### src/rtl/imm_gen_pipe.sv
// imm_gen_pipe: pipelined RISC-V immediate generator with valid/ready handshake and a 2-entry skid buffer.
module imm_gen_pipe #(
  parameter int XLEN  = 32,
  parameter int TAG_W = 32,
  parameter int CNT_W = 16
) (
  input  logic             clk,
  input  logic             rst_n,
  input  logic             flush,
  input  logic             in_valid,
  output logic             in_ready,
  input  logic [31:0]      in_instr,
  input  logic [TAG_W-1:0] in_tag,
  output logic             out_valid,
  input  logic             out_ready,
  output logic [XLEN-1:0]  out_imm,
  output logic [2:0]       out_type,
  output logic [TAG_W-1:0] out_tag,
  output logic [CNT_W-1:0] illegal_cnt
);
  localparam logic [2:0] T_NONE = 3'd0, T_I = 3'd1, T_S = 3'd2, T_B = 3'd3,
                         T_U = 3'd4, T_J = 3'd5, T_SH = 3'd6, T_ILL = 3'd7;
  logic [6:0] op;
  logic [2:0] f3;
  logic signed [11:0] i_imm, s_imm;
  logic signed [12:0] b_imm;
  logic signed [20:0] j_imm;
  logic signed [31:0] u_imm;
  logic [5:0] shamt;
  logic [XLEN-1:0] imm_d;
  logic [2:0] type_d;
  logic acc;
  logic skid_valid;
  logic [XLEN-1:0] skid_imm;
  logic [2:0] skid_type;
  logic [TAG_W-1:0] skid_tag;
  assign op    = in_instr[6:0];
  assign f3    = in_instr[14:12];
  assign i_imm = in_instr[31:20];
  assign s_imm = {in_instr[31:25], in_instr[11:7]};
  assign b_imm = {in_instr[31], in_instr[7], in_instr[30:25], in_instr[11:8], 1'b0};
  assign j_imm = {in_instr[31], in_instr[19:12], in_instr[20], in_instr[30:21], 1'b0};
  assign u_imm = {in_instr[31:12], 12'b0};
  assign shamt = XLEN == 64 ? in_instr[25:20] : {1'b0, in_instr[24:20]};
  // Opcodes outside the table (including any with instr[1:0] != 2'b11) fall through as ILLEGAL.
  always_comb begin
    type_d = T_ILL;
    imm_d  = '0;
    case (op)
      7'b0000011, 7'b0001111, 7'b1100111, 7'b1110011: begin
        type_d = T_I;
        imm_d  = XLEN'(i_imm);
      end
      7'b0010011: begin
        type_d = (f3 == 3'b001 || f3 == 3'b101) ? T_SH : T_I;
        imm_d  = (f3 == 3'b001 || f3 == 3'b101) ? XLEN'(shamt) : XLEN'(i_imm);
      end
      7'b0011011: begin
        type_d = XLEN == 64 ? T_I : T_ILL;
        imm_d  = XLEN == 64 ? XLEN'(i_imm) : '0;
      end
      7'b0100011: begin
        type_d = T_S;
        imm_d  = XLEN'(s_imm);
      end
      7'b1100011: begin
        type_d = T_B;
        imm_d  = XLEN'(b_imm);
      end
      7'b0110111, 7'b0010111: begin
        type_d = T_U;
        imm_d  = XLEN'(u_imm);
      end
      7'b1101111: begin
        type_d = T_J;
        imm_d  = XLEN'(j_imm);
      end
      7'b0110011: type_d = T_NONE;
      7'b0111011: type_d = XLEN == 64 ? T_NONE : T_ILL;
      default: type_d = T_ILL;
    endcase
  end
  assign in_ready = !skid_valid;
  assign acc      = in_valid && in_ready;
  // The skid entry is only ever filled while the output register is full and stalled.
  always_ff @(posedge clk or negedge rst_n) begin
    if (!rst_n) begin
      out_valid   <= 1'b0;
      out_imm     <= '0;
      out_type    <= '0;
      out_tag     <= '0;
      skid_valid  <= 1'b0;
      skid_imm    <= '0;
      skid_type   <= '0;
      skid_tag    <= '0;
      illegal_cnt <= '0;
    end else if (flush) begin
      out_valid  <= 1'b0;
      skid_valid <= 1'b0;
    end else begin
      if (!out_valid || out_ready) begin
        out_valid <= skid_valid || acc;
        if (skid_valid) begin
          out_imm    <= skid_imm;
          out_type   <= skid_type;
          out_tag    <= skid_tag;
          skid_valid <= 1'b0;
        end else if (acc) begin
          out_imm  <= imm_d;
          out_type <= type_d;
          out_tag  <= in_tag;
        end
      end else if (acc) begin
        skid_imm   <= imm_d;
        skid_type  <= type_d;
        skid_tag   <= in_tag;
        skid_valid <= 1'b1;
      end
      if (acc && type_d == T_ILL && !(&illegal_cnt))
        illegal_cnt <= illegal_cnt + CNT_W'(1);
    end
  end
endmodule

### config.mk
export PLATFORM = sky130hd
export DESIGN_NAME = imm_gen_pipe
export DESIGN_NICKNAME = d
export VERILOG_FILES = /design/src/rtl/imm_gen_pipe.sv
export SDC_FILE = /design/constraint.sdc
export NUM_CORES = 1
export LEC_CHECK = 0
export BUFFER_PORTS_ARGS = -buffer_cell sky130_fd_sc_hd__buf_4
export CAP_MARGIN = 20
export CORE_MARGIN = 2
export CORE_UTILIZATION = 56
export CTS_BUF_LIST = sky130_fd_sc_hd__clkbuf_4
export DETAILED_ROUTE_END_ITERATION = 12
export PLACE_DENSITY_LB_ADDON = 0.05
export SLEW_MARGIN = 20
export SYNTH_ARGS = -nofsm -noshare
export SYNTH_HDL_FRONTEND = slang
export SYNTH_SLANG_ARGS = --single-unit
### constraint.sdc
create_clock -name clk -period 2.6 [get_ports clk]
set_input_delay 0.52 -clock clk [delete_from_list [all_inputs] [get_ports clk]]
set_output_delay 0.52 -clock clk [all_outputs]
set_load 0.01 [all_outputs]
==> metrics, run 1 <==
CTS tree done; WL final ~17 mm; Root Driver clkbuf_4; DRT Pass-1 Iters 5; worst skew pair latency 560 ps; Max Fclk around 450 MHz; fraction of registers with async set/reset 100%; worst-margin pin slew about 1000 ps; Power, Total roughly 0.0057 W; CTS clk-pin slew, worst paths 120 ps; max-cap viol count 0; synthesized area 0.00689 mm2; final instance area about 0.0085 mm2; critical path startpoint illegal_cnt[3]; CP Class register to register; io pins 154; Post-Synthesis Cells slightly above 700; status finished, final reports clean; TritonCTS Sinks between 150 and 200; post-route ant nets 0; initial antenna violation count 0; simple-gate area share of the yosys netlist 20.9%; synth unique cells 56; EDFF count, synth 0; Remaining DRCs 0; post-synth top area cell dfrtp_1; final clock skew between 15 and 20 ps; share of cells above drive strength 1 between 20% and 30%; H-tree depth 4; TritonCTS Buffers 17; largest family of logic cells by synthesized area simple AND/OR/NAND/NOR gates; fill count roughly 1000; reg-to-reg slack, setup approximately 400 ps; Post-Syn Nets a little under 800; Slew headroom between 30% and 40%; RSZ-0062 raised after global routing false; top cell type's share of synthesized area ~55%; post-synthesis compound-gate area fraction about 13%; dpl hpwl about 11 mm; Crit Path Max Fanout 10; Yosys reg bits 152; FF-to-FF Start illegal_cnt[3]; CP Capture Type register; minimum clock period ~2200 ps; Worst EP arrival about 2700 ps; cts repair resizes 0; via count of the routed design around 5800; type of origin of the critical path register; clock tree buffer depth 2; top post-synthesis cells by area dfrtp_1 55%, nand2_1 10%, o21ai_0 6.4%, mux2i_1 4.6%, a21oi_1 4.0%; mux share of post-synthesis cell area 4.98%; gpl congestion ~0.95; die height ~110 um; Ys Warns 0; first-pass GRT wire length between 20 and 30 mm; Final setup viols 0; initial core utilization between 50% and 60%; Hold Vio Cnt, Final 0; Final Max Slew Viols 0; Overflow after GRT 0; Leak 4.02 nW; R2R depth 7; Power Dens Cells about 670 mW/mm2; Avg Inst Size Synth between 9 and 10 um2; part of the cycle the worst path needs between 80 and 90%; post-synthesis xor/xnor area fraction 1.91%; Top FF cell, synth dfrtp_1; routed length per placed instance approximately 16 um; vias in the first global route approximately 5600; number of port buffers between 150 and 200; critical path required time 3090 ps; Worst setup endpoint illegal_cnt[6]; end of the worst register-to-register path illegal_cnt[6]; placed cell areas roughly 0.0082 mm2; Core Box Area between 0.01 and 0.015 mm2; Iter 0 DRT Violations 551; Layout Nets between 900 and 1000; die width about 110 um; largest net degree at the start of global routing 54; Peak VDD IR 0.523 mV; global-route usage over all layers roughly 26%; worst hold path type input port to register; sequential fraction of the synthesis area 55.2%; row count 40; Via density between 5 and 6; Die ar. between 0.01 and 0.015 mm2; Post-Synth Adder-Cell Area less than 1%; Area Overhead vs Synth 23.4%
stage by stage:
step | worst slack [ps] | std cells | setup TNS [ps] | hold slack (ps) | util [%]
finish | 389 | 1033 | 0 | 151 | 70.8
global route | 267 | 1032 | 0 | 123 | 70.8
CTS | 394 | 1032 | 0 | 121 | 70.8
detailed placement | -153 | 1000 | -2810 | 463 | 68.6
global placement | -71.5 | 1000 | -1050 | 446 | 68.6
floorplan | 214 | 722 | 0 | 224 | -
cell usage after synthesis (all sizes together) (2+ instances only):
master and count:
nand2 186, dfrtp 152, o21ai 88, a21oi 55
clkbuf 37, mux2i 32, nor2 29, or3 23
nor3 14, and3 13, xor2 13, buf 9
nand3 7, a22oi 6, nor4 6, and2 4
inv 4, nand3b 3, nor3b 3, o21a 3
or4 3, a21o 2, and2b 2, and3b 2
mux2 2, nand4 2, xnor2 2
sequential cells by signal, indices dropped and copies added, names as in the netlist:
| signal | count |
|---|---|
| skid_valid | 1 |
| illegal_cnt | 16 |
| out_imm | 32 |
| skid_type | 3 |
| out_type | 3 |
| skid_tag | 32 |
| out_tag | 32 |
| skid_imm | 32 |
| out_valid | 1 |
power by group:
group	internal (W)	switching, W
Combinational	0.000623	0.000650
Sequential	0.00281	0.000287
Clock	0.000579	0.000781
Total	0.00401	0.00172
critical path: stages (launching register included):
cell and delay, ps:
dfrtp_1 450, and4_1 250, nand4_1 190, nor4_2 80, buf_4 170, or4b_2 620, nor3_1 200, xor2_1 180
area by class of cell:
cell class,instances,area (um2),share of cell area [%]
antenna,1,2.50,0.0294
clock buffer,20,150,1.77
clock inverter,11,108,1.27
inverter,4,15.0,0.177
multi-input combinational,520,2860,33.6
sequential,152,3800,44.7
tap,147,184,2.16
timing repair buffer,178,1380,16.2
per-layer routing:
layer  track usage (%)  up-vias  share of wire, %
met5                 0        -                 0
met4              8.84        0               1.2
met3              5.85       21               6.8
met2              42.4      215                50
met1              34.6     2793                42
li1                  -     2775                 -
logic make-up (layout without fill, tap and decap cells):
logic type,after synthesis,after routing
AOI/OAI and AO/OA,164,164
xor gates and xnor gates,15,15
adders and majority gates,1,1
buffers and inverters,50,213
DFF,152,152
muxes,34,34
other,0,1
and+or+nand+nor,306,306
worst min path at each step:
stage,endpoint,from,depth (start not counted)
global route,skid_tag[12],in_tag[12],3
finish,skid_tag[19],in_tag[19],3
floorplan,illegal_cnt[0],rst_n,0
CTS,out_valid,flush,2
detailed placement,skid_imm[11],skid_imm[11],2
global placement,skid_imm[11],skid_imm[11],2
cell usage in the layout (no fill, tap or decap), types with 4 or more instances in the layout:
master	count
a21oi_1	55
a22oi_1	6
and3_1	13
buf_4	173
clkbuf_4	20
clkinv_1	4
dfrtp_1	151
inv_1	4
mux2i_1	32
nand2_1	185
nand3_1	7
nor2_1	29
nor3_1	11
o21ai_0	88
or3_1	22
xor2_1	13
repair_timing:
item                                   4_1_cts  5_1_grt
buffers inserted                             0        0
hold buffers                                 1        0
endpoints found under the hold margin       49        0
Note: power is estimated with default switching activity, not from simulation.
==> inputs of run 2 (changes only) <==
Settings changed: CORE_MARGIN 2 to unset, TNS_END_PERCENT set to 10.
==> metrics, run 2 (synthesis gave the netlist of run 1 again) <==
minimum clock period 2280 ps (was 2210 ps); Layout Nets 940 (was 943); most common cell after layout, fill and taps aside nand2_1 (unchanged); H-tree depth 4 (unchanged); max-cap viol count 0 (unchanged); largest net degree at the start of global routing 75 (was 54); CTS clk-pin slew, worst paths 130 ps (was 120 ps); dpl hpwl 11.2 mm (was 11.4 mm); clock tree buffer depth 2 (unchanged); Root Driver clkbuf_4 (unchanged); CP Capture Type register (unchanged); end of the worst register-to-register path illegal_cnt[3] (was illegal_cnt[6]); Iter 0 DRT Violations 376 (was 551); reg-to-reg slack, setup 320 ps (was 390 ps); Die ar. 0.0128 mm2 (was 0.0132 mm2); first-pass GRT wire length 27.1 mm (was 26.9 mm); Slew headroom 51.4% (was 30.5%); critical path required time 3070 ps (was 3090 ps); via count of the routed design 5752 (was 5804); RSZ-0062 raised after global routing false (unchanged); routed length per placed instance 16.1 um (was 16.2 um); type of origin of the critical path register (unchanged); CTS tree done (unchanged); Remaining DRCs 0 (unchanged); final clock skew 15.7 ps (was 15.1 ps); status finished, final reports clean (unchanged); Hold Startpoint in_tag[1] (was in_tag[19]); gpl congestion 0.862 (was 0.948); Overflow after GRT 0 (unchanged); FF-to-FF Start illegal_cnt[3] (unchanged); Worst EP arrival 2740 ps (was 2700 ps); antenna fix cells 0 (was 1); Crit Path Max Fanout 7 (was 10); Final Max Slew Viols 0 (unchanged); Post-Route Utilization 70.8% (about the same); TritonCTS Sinks 152 (unchanged); initial core utilization 57.4% (unchanged); initial antenna violation count 0 (unchanged); most frequent cells in the layout 185 x nand2_1, 169 x buf_4, 151 x dfrtp_1 (was 185 x nand2_1, 173 x buf_4, 151 x dfrtp_1); worst hold path type input port to register (unchanged); io pins 154 (unchanged); worst-margin pin slew 730 ps (was 1040 ps); placed cells 997 (was 1000); share of cells above drive strength 1 26.0% (about the same); global-route usage over all layers 27.3% (was 26.0%); WL final 16.6 mm (was 16.7 mm); Core Box Area 0.0120 mm2 (unchanged); Setup TNS Final 0 ps (unchanged); number of port buffers 153 (unchanged); cts repair resizes 0 (unchanged); CP Class register to register (unchanged); die height 113 um (was 115 um); vias in the first global route 5464 (was 5596); Worst Hold Depth 3 (unchanged); die width 113 um (was 115 um); post-route ant nets 0 (unchanged); Via density 5.58 (was 5.62); Leak 4.02 nW (about the same); Power Dens Cells 676 mW/mm2 (was 673 mW/mm2); DRT Pass-1 Iters 5 (unchanged); Peak VDD IR 0.399 mV (was 0.523 mV); row count 40 (unchanged); Area Overhead vs Synth 23.3% (was 23.4%); Post-Layout Cell Count 1030 (was 1033); DP Worst Slack 143 ps (was -153 ps); Power, Total 0.00574 W (was 0.00573 W); Hold Vio Cnt, Final 0 (unchanged); part of the cycle the worst path needs 87.5% (was 85.0%); Hold Path End skid_tag[1] (was skid_tag[19]); Max Fclk 439 MHz (was 452 MHz); worst skew pair latency 570 ps (was 560 ps); R2R depth 6 (was 7); worst setup margin 325 ps (was 389 ps); TritonCTS Buffers 17 (unchanged); Final setup viols 0 (unchanged)
==> run 2: cell count changes in the layout (fill, tap and decap cells not counted), sizes merged <==
cell	delta
clkinvlp	-1
diode	-1
inv	+1
buf	-3
clkinv	+4
clkbuf	-3
==> run 2: cell type report <==
type / instances / area (um2)
Tap cell: 147 / 184
Sequential cell: 152 / 3800
Clock inverter: 15 / 135
Clock buffer: 17 / 128
Inverter: 4 / 15.0
Multi-Input combinational cell: 520 / 2860
Timing Repair Buffer: 175 / 1370
Fill cell: 957 / 3510
==> run 2: metal layers <==
layer  vias to the layer above  track usage, %  part of all wire (%)
li1                       2766               -                     -
met1                      2755            37.2                    43
met2                       200            42.8                    48
met3                        31            6.16                   6.1
met4                         0            11.1                   2.2
met5                         -               0                     0
==> run 2: through the flow <==
stage / cell area [um2] / hold slack, ps
3_3_place_gp: 8230 / 446
4_1_cts: 8500 / 109
5_1_grt: 8500 / 118
2_1_floorplan: 6890 / 224
6_report: 8500 / 145
3_5_place_dp: 8230 / 453
==> run 2: critical path, stage by stage (launching register included) <==
cell     delay [ps]
dfrtp_1         450
and4_1          270
nand4_1         200
nor4_2          590
or3_1           390
nor2_1          110
xor2_1          150
==> run 2: report_power, final <==
part | internal, W | switching (W) | leakage, nW | total (W)
clock network | 0.000554 | 0.000831 | 0.146 | 0.00138
logic | 0.000619 | 0.000646 | 1.98 | 0.00126
registers | 0.00280 | 0.000288 | 1.89 | 0.00309
total | 0.00398 | 0.00176 | 4.02 | 0.00574
==> run 2: worst max-delay path by stage <==
stage,startpoint,cells after the start,slack [ps],end
after floorplan,in_instr[5],8,210,illegal_cnt[13]
after global placement,in_instr[3],7,220,illegal_cnt[1]
after detailed placement,in_instr[3],9,140,skid_imm[29]
after CTS,illegal_cnt[3],6,350,illegal_cnt[3]
after global routing,illegal_cnt[3],6,200,illegal_cnt[3]
final,illegal_cnt[3],6,320,illegal_cnt[3]
==> run 2: repair_timing <==
action / in CTS / in global routing
hold buffers: 1 / 0
hold endpoints to repair: 58 / 0
buffers inserted: 0 / 0
==> inputs of run 3 (changes only) <==
Settings changed: ABC_AREA set to 1, CORE_UTILIZATION 56 to 40.
==> metrics, run 3 <==
status finished, final reports clean (unchanged); H-tree depth 4 (unchanged); dominant cell by count in the synthesized netlist nand2_1 (unchanged); post-synthesis xor/xnor area fraction 0.812% (was 1.91%); Via density 4.92 (was 5.58); Hold WS 233 ps (was 145 ps); Top FF cell, synth dfrtp_1 (unchanged); Power Dens Cells 618 mW/mm2 (was 676 mW/mm2); CTS tree done (unchanged); CP Class register to output port (was register to register); Hold Vio Cnt, Final 0 (unchanged); Post-Synth Adder-Cell Area 0.166% (was 0.182%); part of the cycle the worst path needs 83.8% (was 87.5%); Iter 0 DRT Violations 390 (was 376); worst skew pair latency 550 ps (was 570 ps); vias in the first global route 5899 (was 5464); cts repair resizes 0 (unchanged); via count of the routed design 6560 (was 5752); Die ar. 0.0194 mm2 (was 0.0128 mm2); post-route ant nets 0 (unchanged); worst hold path type input port to register (unchanged); largest net degree at the start of global routing 122 (was 75); Worst EP arrival 1660 ps (was 2740 ps); clock tree buffer depth 2 (unchanged); Area Overhead vs Synth 22.4% (was 23.3%); Slew headroom 65.8% (was 51.4%); max-cap viol count 0 (unchanged); RSZ-0062 raised after global routing false (unchanged); sequential fraction of the synthesis area 50.4% (was 55.2%); WL final 18.9 mm (was 16.6 mm); Root Driver clkbuf_4 (unchanged); mux share of post-synthesis cell area 0% (was 4.98%); minimum clock period 2180 ps (was 2280 ps); Post-Synthesis Cells 956 (was 722); most frequent cells in the layout 306 x nand2_1, 158 x buf_4, 152 x dfrtp_1 (was 185 x nand2_1, 169 x buf_4, 151 x dfrtp_1); top cell type's share of synthesized area 50.4% (was 55.2%); top cells by count, synth 306 x nand2_1, 152 x dfrtp_1, 112 x o21ai_0 (was 186 x nand2_1, 152 x dfrtp_1, 88 x o21ai_0); post-synth top area cell dfrtp_1 (unchanged); critical path required time 2080 ps (was 3070 ps); die height 139 um (was 113 um); placed cell areas 0.00891 mm2 (was 0.00823 mm2); post-synthesis compound-gate area fraction 10.8% (was 13.4%); largest family of logic cells by synthesized area simple AND/OR/NAND/NOR gates (unchanged); EDFF count, synth 0 (unchanged); Layout Nets 1159 (was 940); first-pass GRT wire length 30.8 mm (was 27.1 mm); TritonCTS Buffers 17 (unchanged); gpl congestion 0.806 (was 0.862); io pins 154 (unchanged); most common cell after layout, fill and taps aside nand2_1 (unchanged); routed length per placed instance 14.2 um (was 16.1 um); top post-synthesis cells by area dfrtp_1 50%, nand2_1 15%, o21ai_0 7.4%, nor2_1 4.1%, nand3_1 4.0% (was dfrtp_1 55%, nand2_1 10%, o21ai_0 6.4%, mux2i_1 4.6%, a21oi_1 4.0%); placed cells 1298 (was 997); TritonCTS Sinks 152 (unchanged); Post-Layout Cell Count 1332 (was 1030); initial core utilization 41.4% (was 57.4%); initial antenna violation count 1 (was 0); type of origin of the critical path register (unchanged); global-route usage over all layers 19.9% (was 27.3%); final instance area 0.00923 mm2 (was 0.00850 mm2); Ys Warns 0 (unchanged); Post-Syn Nets 1026 (was 792); dpl hpwl 12.4 mm (was 11.2 mm); Core Box Area 0.0182 mm2 (was 0.0120 mm2); fraction of registers with async set/reset 100% (unchanged); final clock skew 23.8 ps (was 15.7 ps); synthesized area 0.00755 mm2 (was 0.00689 mm2); Peak VDD IR 0.252 mV (was 0.399 mV); share of cells above drive strength 1 22.4% (was 26.0%); die width 139 um (was 113 um); area of the multi-input gates 0.00319 mm2 (was 0.00286 mm2); Power, Total 0.00571 W (was 0.00574 W); Overflow after GRT 0 (unchanged); Crit Path Max Fanout 121 (was 7); Setup TNS Final 0 ps (unchanged); Max Fclk 459 MHz (was 439 MHz); Final setup viols 0 (unchanged); simple-gate area share of the yosys netlist 30.5% (was 20.9%); DRT Pass-1 Iters 5 (unchanged); worst-margin pin slew 510 ps (was 730 ps); FF+latch area 0.00380 mm2 (about the same); number of port buffers 153 (unchanged); CTS clk-pin slew, worst paths 120 ps (was 130 ps); fill count 1783 (was 957); synth unique cells 35 (was 56); Leak 4.91 nW (was 4.02 nW); Avg Inst Size Synth 7.89 um2 (was 9.54 um2); Final Max Slew Viols 0 (unchanged); CP Capture Type output port (was register); row count 49 (was 40); Yosys reg bits 152 (unchanged); Remaining DRCs 0 (unchanged)
-- run 3: cell types whose count changed after synthesis, sizes merged, moves of 24 or more --
cell / previous run / this run
a31oi: 1 / 25
o21ai: 88 / 120
nor2: 29 / 94
nand2: 186 / 316
a21oi: 55 / 11
nand3: 7 / 62
mux2i: 32 / 0
nand4: 2 / 26
inv: 4 / 71
-- run 3: final cells by class --
class,instances,area share [%]
timing repair buffer,168,14.8
antenna,1,0.0271
clock inverter,13,1.82
tap,229,3.10
sequential,152,41.2
clock buffer,19,1.54
multi-input combinational,679,34.6
inverter,71,2.91
-- run 3: final timing paths --
path                                start              end  slack (ps)  cells past startpoint
max                            skid_valid         in_ready         420                      3
min                          in_instr[30]     skid_imm[10]         230                      3
max reg2reg                illegal_cnt[0]  illegal_cnt[14]         670                      8
min reg2reg                  skid_tag[20]     skid_tag[20]         500                      2
max in group asynchronous           rst_n       skid_valid        1470                      3
min in group asynchronous           rst_n      out_imm[26]         460                      2
-- run 3: logic make-up (layout without fill, tap and decap cells) --
kind of cell	Yosys count	count (layout)
AND/OR/NAND/NOR	515	515
AO/OA/AOI/OAI	156	156
flip-flops	152	152
adder cells (fa/ha/maj)	1	1
buffers and inverters	125	271
other	0	1
XOR/XNOR	7	7
-- run 3: layer usage --
metal  share of wire [%]  global-route usage [%]
met1                  51                    29.7
met2                  44                    29.4
met3                 4.3                    3.75
met4                0.65                    5.15
met5                   0                       0
-- run 3: per-stage QoR --
step	util (%)	setup slack, ps
finish	50.7	420
CTS	50.7	367
detailed placement	48.9	393
global placement	48.9	411
global route	50.7	273
floorplan	-	909
-- run 3: report_power, final --
| part | internal (W) | switching (W) |
|---|---|---|
| sequential | 0.00275 | 0.000224 |
| combinational | 0.000534 | 0.000597 |
| clock | 0.000703 | 0.000901 |
| total | 0.00399 | 0.00172 |
-- run 3: repair_timing --
action,CTS,global route
buffers inserted,0,0
hold endpoints to repair,44,0
hold buffers,1,0
endpoints found under the setup margin,0,0
-- run 3: critical path, cell delays in order (launching register included) --
cell and delay (ps):
dfrtp_1 410, clkinv_2 70, buf_12 400, buf_4 210
